### src/rtl/mips_pkg.sv
// Shared MIPS-32 definitions for the multiply/divide unit: op encodings, FSM states,
// iteration count and a two's-complement helper.
package mips_pkg;

    typedef enum logic [1:0] {
        MDU_MULT  = 2'b00,
        MDU_MULTU = 2'b01,
        MDU_DIV   = 2'b10,
        MDU_DIVU  = 2'b11
    } mdu_op_e;

    typedef enum logic [1:0] {
        IDLE = 2'b00,
        CALC = 2'b01,
        FIX  = 2'b10
    } mdu_state_e;

    localparam int MDU_ITERS = 32;

    // Absolute value of a 32-bit two's-complement word (0x80000000 maps to itself).
    function automatic logic [31:0] abs32(input logic [31:0] v);
        return v[31] ? (~v + 32'd1) : v;
    endfunction

endpackage

### src/rtl/mult_div_unit.sv
// Iterative MULT/MULTU/DIV/DIVU engine with architectural HI/LO registers.
// One shared 33-bit adder does shift-add multiply and restoring-divide trial subtracts.
module mult_div_unit
    import mips_pkg::*;
#(
    parameter int XLEN = 32
) (
    input  logic            Clk,
    input  logic            reset,
    input  logic            start,
    input  logic [1:0]      op,
    input  logic [XLEN-1:0] rs_val,
    input  logic [XLEN-1:0] rt_val,
    input  logic            hi_we,
    input  logic            lo_we,
    input  logic [XLEN-1:0] wdata,
    output logic            busy,
    output logic            done,
    output logic            div_by_zero,
    output logic [XLEN-1:0] hi,
    output logic [XLEN-1:0] lo
);

    localparam int CNT_W = $clog2(MDU_ITERS);

    mdu_state_e      state_q, state_d;
    logic [CNT_W-1:0] cnt_q, cnt_d;
    mdu_op_e         op_q, op_d;
    logic [XLEN-1:0] acc_q, acc_d;      // product high half / partial remainder
    logic [XLEN-1:0] mq_q, mq_d;        // multiplier / dividend-then-quotient
    logic [XLEN-1:0] mcand_q, mcand_d;  // multiplicand or divisor magnitude
    logic [XLEN-1:0] rs_raw_q, rs_raw_d;
    logic            neg_res_q, neg_res_d;
    logic            neg_rem_q, neg_rem_d;
    logic            dbz_q, dbz_d;
    logic [XLEN-1:0] hi_q, hi_d;
    logic [XLEN-1:0] lo_q, lo_d;
    logic            done_q, done_d;
    logic            dbz_flag_q, dbz_flag_d;

    logic            in_signed;
    logic            rs_neg, rt_neg;
    logic [XLEN-1:0] rs_mag, rt_mag;
    logic            is_mul;
    logic [XLEN:0]   add_a, add_b, sum, partial;
    logic [2*XLEN-1:0] prod_neg;
    logic [XLEN-1:0] quo_neg, rem_neg;

    assign in_signed = ~op[0];
    assign rs_neg    = in_signed & rs_val[XLEN-1];
    assign rt_neg    = in_signed & rt_val[XLEN-1];
    assign rs_mag    = rs_neg ? abs32(rs_val) : rs_val;
    assign rt_mag    = rt_neg ? abs32(rt_val) : rt_val;

    // Multiply adds the multiplicand; divide subtracts the divisor from {acc, next dividend bit}.
    assign is_mul  = ~op_q[1];
    assign add_a   = is_mul ? {1'b0, acc_q} : {acc_q, mq_q[XLEN-1]};
    assign add_b   = is_mul ? {1'b0, mcand_q} : ~{1'b0, mcand_q};
    assign sum     = add_a + add_b + {{XLEN{1'b0}}, ~is_mul};
    assign partial = mq_q[0] ? sum : {1'b0, acc_q};

    assign prod_neg = -{acc_q, mq_q};
    assign quo_neg  = -mq_q;
    assign rem_neg  = -acc_q;

    always_comb begin
        // NOTE: every _d takes its hold value first, so no path through the case infers a latch.
        state_d    = state_q;
        cnt_d      = cnt_q;
        op_d       = op_q;
        acc_d      = acc_q;
        mq_d       = mq_q;
        mcand_d    = mcand_q;
        rs_raw_d   = rs_raw_q;
        neg_res_d  = neg_res_q;
        neg_rem_d  = neg_rem_q;
        dbz_d      = dbz_q;
        hi_d       = hi_q;
        lo_d       = lo_q;
        done_d     = 1'b0;
        dbz_flag_d = 1'b0;

        unique case (state_q)
            IDLE: begin
                if (hi_we) hi_d = wdata;
                if (lo_we) lo_d = wdata;
                if (start) begin
                    state_d   = CALC;
                    cnt_d     = '0;
                    op_d      = mdu_op_e'(op);
                    acc_d     = '0;
                    mq_d      = op[1] ? rs_mag : rt_mag;
                    mcand_d   = op[1] ? rt_mag : rs_mag;
                    rs_raw_d  = rs_val;
                    neg_res_d = rs_neg ^ rt_neg;
                    neg_rem_d = rs_neg;
                    dbz_d     = op[1] & (rt_val == '0);
                end
            end
            CALC: begin
                if (is_mul) begin
                    acc_d = partial[XLEN:1];
                    mq_d  = {partial[0], mq_q[XLEN-1:1]};
                end else if (!sum[XLEN]) begin
                    acc_d = sum[XLEN-1:0];
                    mq_d  = {mq_q[XLEN-2:0], 1'b1};
                end else begin
                    acc_d = {acc_q[XLEN-2:0], mq_q[XLEN-1]};
                    mq_d  = {mq_q[XLEN-2:0], 1'b0};
                end
                if (cnt_q == CNT_W'(MDU_ITERS - 1)) begin
                    state_d = FIX;
                    cnt_d   = '0;
                end else begin
                    cnt_d = cnt_q + 1'b1;
                end
            end
            FIX: begin
                state_d = IDLE;
                done_d  = 1'b1;
                if (dbz_q) begin
                    lo_d       = '1;
                    hi_d       = rs_raw_q;
                    dbz_flag_d = 1'b1;
                end else if (is_mul) begin
                    {hi_d, lo_d} = neg_res_q ? prod_neg : {acc_q, mq_q};
                end else begin
                    lo_d = neg_res_q ? quo_neg : mq_q;
                    hi_d = neg_rem_q ? rem_neg : acc_q;
                end
            end
            default: state_d = IDLE;
        endcase
    end

    always_ff @(posedge Clk) begin
        // NOTE: register process uses non-blocking assignments only, so every flop samples pre-edge values.
        if (reset) begin
            state_q    <= IDLE;
            cnt_q      <= '0;
            op_q       <= MDU_MULT;
            acc_q      <= '0;
            mq_q       <= '0;
            mcand_q    <= '0;
            rs_raw_q   <= '0;
            neg_res_q  <= 1'b0;
            neg_rem_q  <= 1'b0;
            dbz_q      <= 1'b0;
            hi_q       <= '0;
            lo_q       <= '0;
            done_q     <= 1'b0;
            dbz_flag_q <= 1'b0;
        end else begin
            state_q    <= state_d;
            cnt_q      <= cnt_d;
            op_q       <= op_d;
            acc_q      <= acc_d;
            mq_q       <= mq_d;
            mcand_q    <= mcand_d;
            rs_raw_q   <= rs_raw_d;
            neg_res_q  <= neg_res_d;
            neg_rem_q  <= neg_rem_d;
            dbz_q      <= dbz_d;
            hi_q       <= hi_d;
            lo_q       <= lo_d;
            done_q     <= done_d;
            dbz_flag_q <= dbz_flag_d;
        end
    end

    assign busy        = (state_q != IDLE);
    assign done        = done_q;
    assign div_by_zero = dbz_flag_q;
    assign hi          = hi_q;
    assign lo          = lo_q;

endmodule

### config.mk
export PLATFORM = sky130hd
export DESIGN_NAME = mult_div_unit
export DESIGN_NICKNAME = d
export VERILOG_FILES = /design/src/rtl/mips_pkg.sv /design/src/rtl/mult_div_unit.sv
export SDC_FILE = /design/constraint.sdc
export NUM_CORES = 1
export LEC_CHECK = 0
export BUFFER_PORTS_ARGS = -buffer_cell sky130_fd_sc_hd__buf_2
export CAP_MARGIN = 10
export CELL_PAD_IN_SITES_DETAIL_PLACEMENT = 2
export CELL_PAD_IN_SITES_GLOBAL_PLACEMENT = 2
export CORE_MARGIN = 4
export CORE_UTILIZATION = 31
export DETAILED_ROUTE_END_ITERATION = 12
export GPL_TIMING_DRIVEN = 1
export HOLD_SLACK_MARGIN = 0.1
export PLACE_DENSITY = 0.84
export SETUP_SLACK_MARGIN = 0.5
export SYNTH_ARGS = -nofsm -noshare
export SYNTH_HDL_FRONTEND = slang
export SYNTH_SLANG_ARGS = --single-unit
### constraint.sdc
create_clock -name Clk -period 5 [get_ports Clk]
set_input_delay 1 -clock Clk [delete_from_list [all_inputs] [get_ports Clk]]
set_output_delay 1 -clock Clk [all_outputs]
set_load 0.02 [all_outputs]
After elaboration in Yosys (flattened, before gate mapping) --
Cells that the tools add are included.
Cells by class: eq/ne operators 7, bitwise logic cells 9, multiplexer cells 36, reduce and logical (&&, ||, !) cells 11, $add $sub $neg 8
Operators by type and width (number):
- $mux 32 | 19
- $pmux 32 s2 | 4
- $mux 33 | 3
- $add 32x1->32 const B | 2
- $mux 64 | 1
- $neg 32->32 | 2
- $neg 64->64 | 1
- $not 32->32 | 2
- $add 33x1->33 | 1
- $add 33x33->33 | 1
- $not 32->33 | 1
- $logic_not 32->1 | 1
- $mux 5 | 2
- $pmux 5 s2 | 1
- $reduce_and 2->1 | 5
- $ne 2x2->1 const B | 4
- $reduce_bool 2->1 | 3
- $add 5x1->5 const B | 1
- $eq 5x5->1 const B | 1
- $mux 2 | 2
- $pmux 2 s2 | 1
- $and 1x1->1 | 3
- $mux 1 | 3
- $eq 2x1->1 const B | 1
- other kinds (5) | 6
Word-level totals: input bits 103, output and inout bits 67, logic and storage cells 85, register bits 206

Logic depth before layout (Yosys ltp) --
Gate-level depths: netlist of run 1.
depth after elaboration 7, mapped depth 20, depth with buffers taken out 12

Worst setup path after synthesis of run 1 --
Ideal clock, no wire load.
path kind reg2reg, from register op_q[1], to register acc_q[3], library setup time 0.117 ns, stages on the path, launching flop included 17, data required time 4.883 ns, arrival 4.641 ns, path slack 0.242 ns, buffers on the path 5, clock period less this slack 4.758 ns, cell sequence dfxtp_1 > clkbuf_1 > clkbuf_1 > buf_1 > buf_1 > o21ai_0 > fa_1 > a211oi_1 > o21ai_1 > o2111ai_1 > o211a_1 > o211ai_1 > and3_1 > buf_2 > nor2_1 > mux2_1 > a32o_1
On the way: longest elaborated chain between the ends 6, elaborated cells between the ends (all ways) 8, those cells by class add/sub (2); mux (6)
Ends and longest elaborated chain:
- start, declared | RTL line mult_div_unit.sv:28 | mdu_op_e op_q, op_d;
- start signal, assigned | RTL line mult_div_unit.sv:156 | op_q <= op_d;
- $mux 33 (on tied branches) | RTL line mult_div_unit.sv:57, mult_div_unit.sv:58
- $add 33x33->33 | RTL line mult_div_unit.sv:59 | assign sum = add_a + add_b + {{XLEN{1'b0}}, ~is_mul};
- $add 33x1->33 | RTL line mult_div_unit.sv:59
- $mux 33 or $mux 32 (tied branches) | RTL line mult_div_unit.sv:60, mult_div_unit.sv:104
- $mux 32 (*) | RTL line mult_div_unit.sv:101 | if (is_mul) begin
- $pmux 32 s2 (*) | RTL line mult_div_unit.sv:83 | unique case (state_q)
- end signal, assigned | RTL line mult_div_unit.sv:142 | acc_q <= '0;
- end signal, assigned | RTL line mult_div_unit.sv:157 | acc_q <= acc_d;
- end, declared | RTL line mult_div_unit.sv:29 | logic [XLEN-1:0] acc_q, acc_d;
Mark *: on every way between the ends. The rest lies on a longest branch, timed or not. A chain may end at the register's enable or synchronous reset.

Worst setup path after layout of run 1 --
from register op_q[1], to register acc_q[2]
Same word-level chain as after synthesis.

==> results.json, run 1 <==
{
  "status": "completed",
  "placed_cell_area_um2": 16480,
  "wl_per_cell_um": 27.30,
  "vias_per_cell": 6.085,
  "setup.worst_path.start": "op_q[1]",
  "syn_inst": 2012,
  "drtIter0Drc": 1344,
  "die_y_um": 229.1,
  "postRouteAntennaNets": 0,
  "yosys-top-cells-area": "dfxtp_1 27%, a21oi_1 6.9%, nand2_1 6.8%",
  "synth_top_area_share_pct": 27.08,
  "powerDensity_nw_per_um2": 305.1,
  "grt_pass1_wl_mm": 111.6,
  "cap_violations": 0,
  "htree_levels": 1,
  "root_buffer": "clkbuf_16",
  "numCtsBuffers": 25,
  "clock-sinks": 205,
  "critPathCapture": "acc_q[2]",
  "cts_hold_buffers": 0,
  "clk_latency_ps": 550,
  "yosys-top-cells-count": "274 x nand2_1, 208 x a21oi_1, 205 x dfxtp_1, 162 x nor2_1, 131 x clkbuf_1",
  "final_cell_area_um2": 17400,
  "synth.distinct_cells": 83,
  "fin_nets": 2224,
  "reg2reg_slack_ps": 720,
  "worstSetupStartpointType": "register",
  "ir_drop_v": 0.0002432,
  "met2_usage_pct": 46.40,
  "grt_pass1_vias": 17530,
  "synth-seq-cells": 205,
  "antenna_found_initial": 2,
  "grt_max_degree": 79,
  "portBuffers": 169,
  "ys.flop_type": "dfxtp_1",
  "cts_tree": "built",
  "start_util_pct": 31.54,
  "seq_area_frac_synth_pct": 27.08,
  "nFillCells": 5509,
  "die_area_um2": 52490,
  "worstSetupPathType": "register to register",
  "core.rowCount": 80,
  "drive_above_1_share_pct": 15.51,
  "yosysWarningCount": 0,
  "drcViolationCount": 0,
  "routed-via-count": 16538,
  "static-leakage-power_nw": 6.840,
  "drt_wl_total_mm": 74.20,
  "synth_area_leader_cell": "dfxtp_1",
  "r2r_cells": 13,
  "syn-cell-area_um2": 15160,
  "firstDrtPassIters": 5,
  "grt_overflow_total": 0,
  "min_path_type": "register to register",
  "grt.total_usage_pct": 27.01,
  "setup_viol": 0,
  "worstPathArrival_ps": 4710,
  "gr-max-usage-layer": "met2",
  "maxSlewViolCount": 0,
  "required_ps": 5430,
  "async_flop_share_pct": 0,
  "fmax_mhz": 233.8,
  "use_met3_pct": 3.467,
  "die_w_um": 229.1,
  "place_congestion": 0.9057,
  "dp_hpwl_mm": 57.49,
  "final-hold-violation-count": 0,
  "end_kind": "register",
  "core_area_um2": 48050,
  "r2r-end": "acc_q[2]",
  "syn_area_per_cell_um2": 7.533,
  "tightest_slew_ps": 1104,
  "fin_util_pct": 36.21,
  "synth_edf_count": 0,
  "io_pins": 170,
  "yosysMostFrequentCell": "nand2_1",
  "rsz0062_at_grt": "false",
  "path_max_fanout": 18,
  "max-slew-margin-rel_pct": 26.11,
  "use_met1_pct": 34.89,
  "synth_fp_nets": 2153,
  "finalCriticalPeriod_ps": 4278,
  "clkSlewWorstSetupHoldPaths_ps": 60,
  "clock_skew_ps": 11.99,
  "r2r-start": "op_q[1]",
  "fin_crit_sh_pct": 85.56,
  "clk_path_buf_depth": 3,
  "final.setup.tns_ps": 0,
  "syn_to_final_growth_pct": 14.78
}
==> cell usage in the layout (no fill, tap or decap), types with 9 or more instances in the layout <==
cell type	count
a211oi_1	70
buf_2	168
mux2_2	29
mux2i_1	66
nor3_1	45
nor4_1	12
o22ai_1	17
buf_4	46
nor2_1	159
o211ai_1	29
ha_1	37
inv_1	35
o31ai_1	25
dfxtp_1	204
nor2b_1	9
nand2b_1	20
nand3_1	23
o21ai_1	30
nand4_1	16
a21o_1	18
a21oi_1	208
a22oi_1	10
o221ai_1	44
a221oi_1	12
a31oi_1	16
xnor2_1	88
nand2_1	273
xor2_1	89
or3_1	15
clkbuf_16	26
o21ai_0	92
==> power by group <==
part / internal, W / switching [W] / leakage, nW
combinational: 0.000462 / 0.000944 / 4.73
sequential: 0.00174 / 0.000178 / 1.68
clock: 0.00118 / 0.000801 / 0.432
==> area by class of cell <==
type | count | area (µm²) | area share (%)
Clock inverter | 12 | 147.6 | 0.8487
Inverter | 35 | 131.4 | 0.7552
Clock buffer | 34 | 729.5 | 4.193
Timing Repair Buffer | 216 | 1231 | 7.078
Multi-Input combinational cell | 1600 | 10280 | 59.07
Sequential cell | 205 | 4108 | 23.61
Antenna cell | 1 | 2.502 | 0.01439
Tap cell | 615 | 769.5 | 4.424
==> kinds of logic after synthesis <==
logic type | Yosys count | synth area share (%)
AOI/OAI and AO/OA | 647 | 27.78
and+or+nand+nor | 639 | 19.59
buffers and inverters | 207 | 5.325
DFF | 205 | 27.08
xor gates and xnor gates | 177 | 10.23
muxes | 99 | 6.811
adders and majority gates | 38 | 3.187
==> through the flow <==
| stage | total power [W] | setup WS [ps] | hold slack [ps] | instances |
|---|---|---|---|---|
| floorplan | 0.002754 | 541.4 | 431.2 | 2012 |
| global placement | 0.003249 | 697.2 | 440.3 | 2669 |
| detailed placement | 0.003319 | 495.8 | 455.0 | 2669 |
| CTS | 0.005288 | 614.8 | 463.4 | 2715 |
| global route | 0.005503 | 536.1 | 482.6 | 2718 |
| finish | 0.005307 | 722.0 | 461.9 | 2718 |
==> repair_timing <==
| item | 4_1_cts | 5_1_grt |
|---|---|---|
| endpoints found under the setup margin | 1 | 13 |
| setup buffers | 0 | 1 |
| gates resized for setup | 1 | 0 |
| pin swaps | 0 | 0 |
==> worst min-delay path by stage <==
stage / start / to / cells after the start
final: lo[12] / lo[12] / 2
after global routing: rs_raw_q[12] / rs_raw_q[12] / 2
after CTS: lo[12] / lo[12] / 2
after detailed placement: lo[12] / lo[12] / 2
after global placement: lo[6] / lo[6] / 2
after floorplan: rs_raw_q[16] / rs_raw_q[16] / 2
==> worst max-delay path, cell delays in order (launching register included) <==
cell and delay, ps:
dfxtp_4 520, buf_4 250, mux2_2 350, ha_1 390
a21oi_1 380, nand4b_1 220, a21oi_1 200, o211a_1 340
nor3_1 120, or3_1 650, buf_4 260, nor2_1 110
o21ai_1 90, a32o_1 260
==> sequential cells by signal (all words and copies together), names as in the netlist <==
name,flops
mcand_q,32
op_q,1
state_q,2
hi,32
done,1
mq_q,32
cnt_q,5
rs_raw_q,32
dbz_q,1
lo,32
neg_res_q,1
neg_rem_q,1
acc_q,32
div_by_zero,1
==> layer usage <==
layer,routed length [µm],part of all wire [%],up-vias
li1,-,-,7439
met1,31980,43,8494
met2,35790,48,467
met3,3486,4.7,138
met4,2942,4.0,0
met5,0,0,-
No activity file was read; power rests on OpenSTA's default activity.
==> inputs of run 2 (changes only) <==
ABC_AREA = 1   (was not set)
CORE_UTILIZATION = 29   (was 31)
PLACE_DENSITY = 0.85   (was 0.84)
==> run 2 against run 1 <==
Effect of this change:
- synthesized area is 12% higher
- critical endpoint is now acc_q[1]
- sequential cell count stayed put
- first-iteration DRC count is 38% higher
- critical path depth is 6 higher
- design area is 11% higher
- final cell count is 38% higher
- power is 19% higher
- synthesized cell count is 44% higher
==> results.json, run 2 <==
{
  "status": "completed",
  "internal-power_w": 0.003700,
  "reg2reg_slack_ps": 1130,
  "fin_ws_ps": 1135,
  "tightest_slew_ps": 1087,
  "wl_per_cell_um": 26.05,
  "cts_tree": "built",
  "postRouteAntennaNets": 0,
  "yosys-top-cells-area": "dfxtp_1 24%, nand2_1 15%, a21oi_1 12%",
  "setup_viol": 0,
  "crit_top_cell": "nand2_2",
  "postCtsSetupRepairBufs": 0,
  "antenna_found_initial": 0,
  "maxSlewViolCount": 0,
  "grt_pass1_vias": 22399,
  "syn-cell-area_um2": 17000,
  "htree_levels": 1,
  "syn_area_per_cell_um2": 5.883,
  "fmax_mhz": 258.7,
  "multi_input_area_um2": 11200,
  "dp_hpwl_mm": 75.57,
  "r2r_cells": 19,
  "syn_inst": 2889,
  "vias_per_cell": 5.771,
  "worstPathCellList": "buf_12 > xor2_1 > fa_1 > nand2_1 > nand2_1 > nand2_2 > inv_2 > nand2_2 > nand2_2 > nand2_2 > nand2_4 > nand2_4 > nand2_4 > nand2_2 > nand3_2 > inv_2 > o21ai_0 > nand2_1 > a21oi_1",
  "grt_pass1_wl_mm": 145.0,
  "die_y_um": 250.1,
  "portBuffers": 169,
  "fin_nets": 3095,
  "synth_area_leader_cell": "dfxtp_1",
  "final-hold-violation-count": 0,
  "fin_crit_sh_pct": 77.31,
  "firstDrtPassIters": 5,
  "synth_top_area_share_pct": 24.15,
  "worstSetupStartpointType": "register",
  "hold_path_end": "rs_raw_q[24]",
  "clkSlewWorstSetupHoldPaths_ps": 70,
  "comb_power_share_pct": 34.6,
  "drtIter0Drc": 1861,
  "r2r-end": "acc_q[1]",
  "end_kind": "register",
  "r2r-start": "op_q[1]",
  "grt_overflow_total": 0,
  "start_util_pct": 29.40,
  "yosysWarningCount": 0,
  "numCtsBuffers": 27,
  "postCtsResizedCells": 0,
  "drive_above_1_share_pct": 10.93,
  "pre_cts_ws_ps": 1234,
  "yosys-top-cells-count": "663 x nand2_1, 402 x a21oi_1, 299 x nor2_1, 288 x o21ai_0, 265 x inv_1",
  "final_cell_area_um2": 19380,
  "cap_violations": 0,
  "path_max_fanout": 151,
  "max-slew-margin-rel_pct": 27.45,
  "place_congestion": 1.003,
  "io_pins": 170,
  "synth.distinct_cells": 51,
  "async_flop_share_pct": 0,
  "hp-start": "rs_raw_q[24]",
  "syn_to_final_growth_pct": 14.01,
  "min_path_type": "register to register",
  "root_buffer": "clkbuf_16",
  "worst_hold_path.num_cells": 2,
  "grt.total_usage_pct": 29.66,
  "seq_area_frac_synth_pct": 24.15,
  "cts_hold_buffers": 0,
  "seq_area_um2": 4108,
  "max_stage_delay_ps": 590,
  "finalCriticalPeriod_ps": 3865,
  "setup.worst_path.start": "op_q[1]",
  "clk_latency_ps": 560,
  "synth-seq-cells": 205,
  "final.setup.tns_ps": 0,
  "fin_util_pct": 33.52,
  "p_seq_share_pct": 31.0,
  "ys.flop_type": "dfxtp_1",
  "grt_max_degree": 152,
  "worstPathArrival_ps": 4300,
  "yosysMostFrequentCell": "nand2_1",
  "drcViolationCount": 0,
  "placed_cell_area_um2": 18390,
  "clk_path_buf_depth": 3,
  "core.rowCount": 88,
  "worstSetupPathType": "register to register",
  "synth_edf_count": 0,
  "p_sw_share_pct": 41.28,
  "static-leakage-power_nw": 8.985,
  "nFillCells": 7226,
  "path_delay_family": "buffers and inverters",
  "clkPwrFrac_pct": 34.4,
  "die_w_um": 250.1,
  "slowest_stage": "inv_2",
  "core_area_um2": 57810,
  "path_buf_inv": 3,
  "final_cell_mix": "662 x nand2_1, 402 x a21oi_1, 296 x nor2_1",
  "clock_skew_ps": 17.38,
  "p_switching_w": 0.002601,
  "clock-sinks": 205,
  "powerDensity_nw_per_um2": 325.2,
  "n_antenna_cell": 0,
  "routed-via-count": 21579,
  "final_common_cell": "nand2_1",
  "synth_fp_nets": 3030,
  "rsz0062_at_grt": "false",
  "required_ps": 5430,
  "ir_drop_v": 0.0002491,
  "die_area_um2": 62550,
  "drt_wl_total_mm": 97.41
}
run 2: power groups by stage:
stage                     combinational, W  sequential (W)  clock (W)
after floorplan                    0.00134         0.00193          0
after global placement             0.00202         0.00197          0
after detailed placement           0.00211         0.00198          0
after CTS                          0.00213         0.00194    0.00217
after global routing               0.00237         0.00196    0.00224
final                              0.00218         0.00195    0.00217
run 2: worst reg2reg max path, cell delays in order, from the launching register on:
cell,delay (ps)
dfxtp_4,370
buf_12,570
xor2_1,320
fa_1,490
nand2_1,100
nand2_1,70
nand2_2,110
inv_2,60
nand2_2,60
nand2_2,80
nand2_2,90
nand2_4,80
nand2_4,90
nand2_4,60
nand2_2,60
nand3_2,210
inv_2,590
o21ai_0,170
nand2_1,90
a21oi_1,60
run 2: metal layers:
layer	part of all wire (%)	global-route usage, %	routed length (µm)
met5	0	0	0
met4	3.7	8.987	3650
met3	6.6	4.070	6471
met2	46	48.89	44500
met1	44	40.40	42790
run 2: cell families after synthesis:
family	synth area share (%)
simple gates	32.10
flops	24.15
compound gates	26.07
fa+ha+maj	2.842
xor+xnor	4.741
buf+inv	10.10
run 2: worst max path at each step:
| stage | endpoint | slack, ps | depth (start not counted) |
|---|---|---|---|
| floorplan | acc_q[20] | 1830 | 24 |
| detailed placement | acc_q[1] | 1230 | 19 |
| finish | acc_q[1] | 1130 | 19 |
| CTS | acc_q[1] | 1190 | 19 |
| global placement | acc_q[1] | 1350 | 19 |
| global route | acc_q[1] | 840 | 19 |
run 2: stage by stage:
stage | std cells | hold slack [ps] | total power [W]
finish | 3739 | 466.0 | 0.006301
global route | 3739 | 501.2 | 0.006568
CTS | 3738 | 468.0 | 0.006252
detailed placement | 3689 | 460.8 | 0.004086
global placement | 3689 | 448.0 | 0.003993
floorplan | 2889 | 429.7 | 0.003273
run 2: cell type report:
cell class                      instances  area share (%)
Timing Repair Buffer                  198           5.721
Inverter                              276           5.372
Tap cell                              765           4.940
Clock buffer                           40           4.158
Clock inverter                          9          0.8200
Multi-Input combinational cell       2246           57.79
Sequential cell                       205           21.20
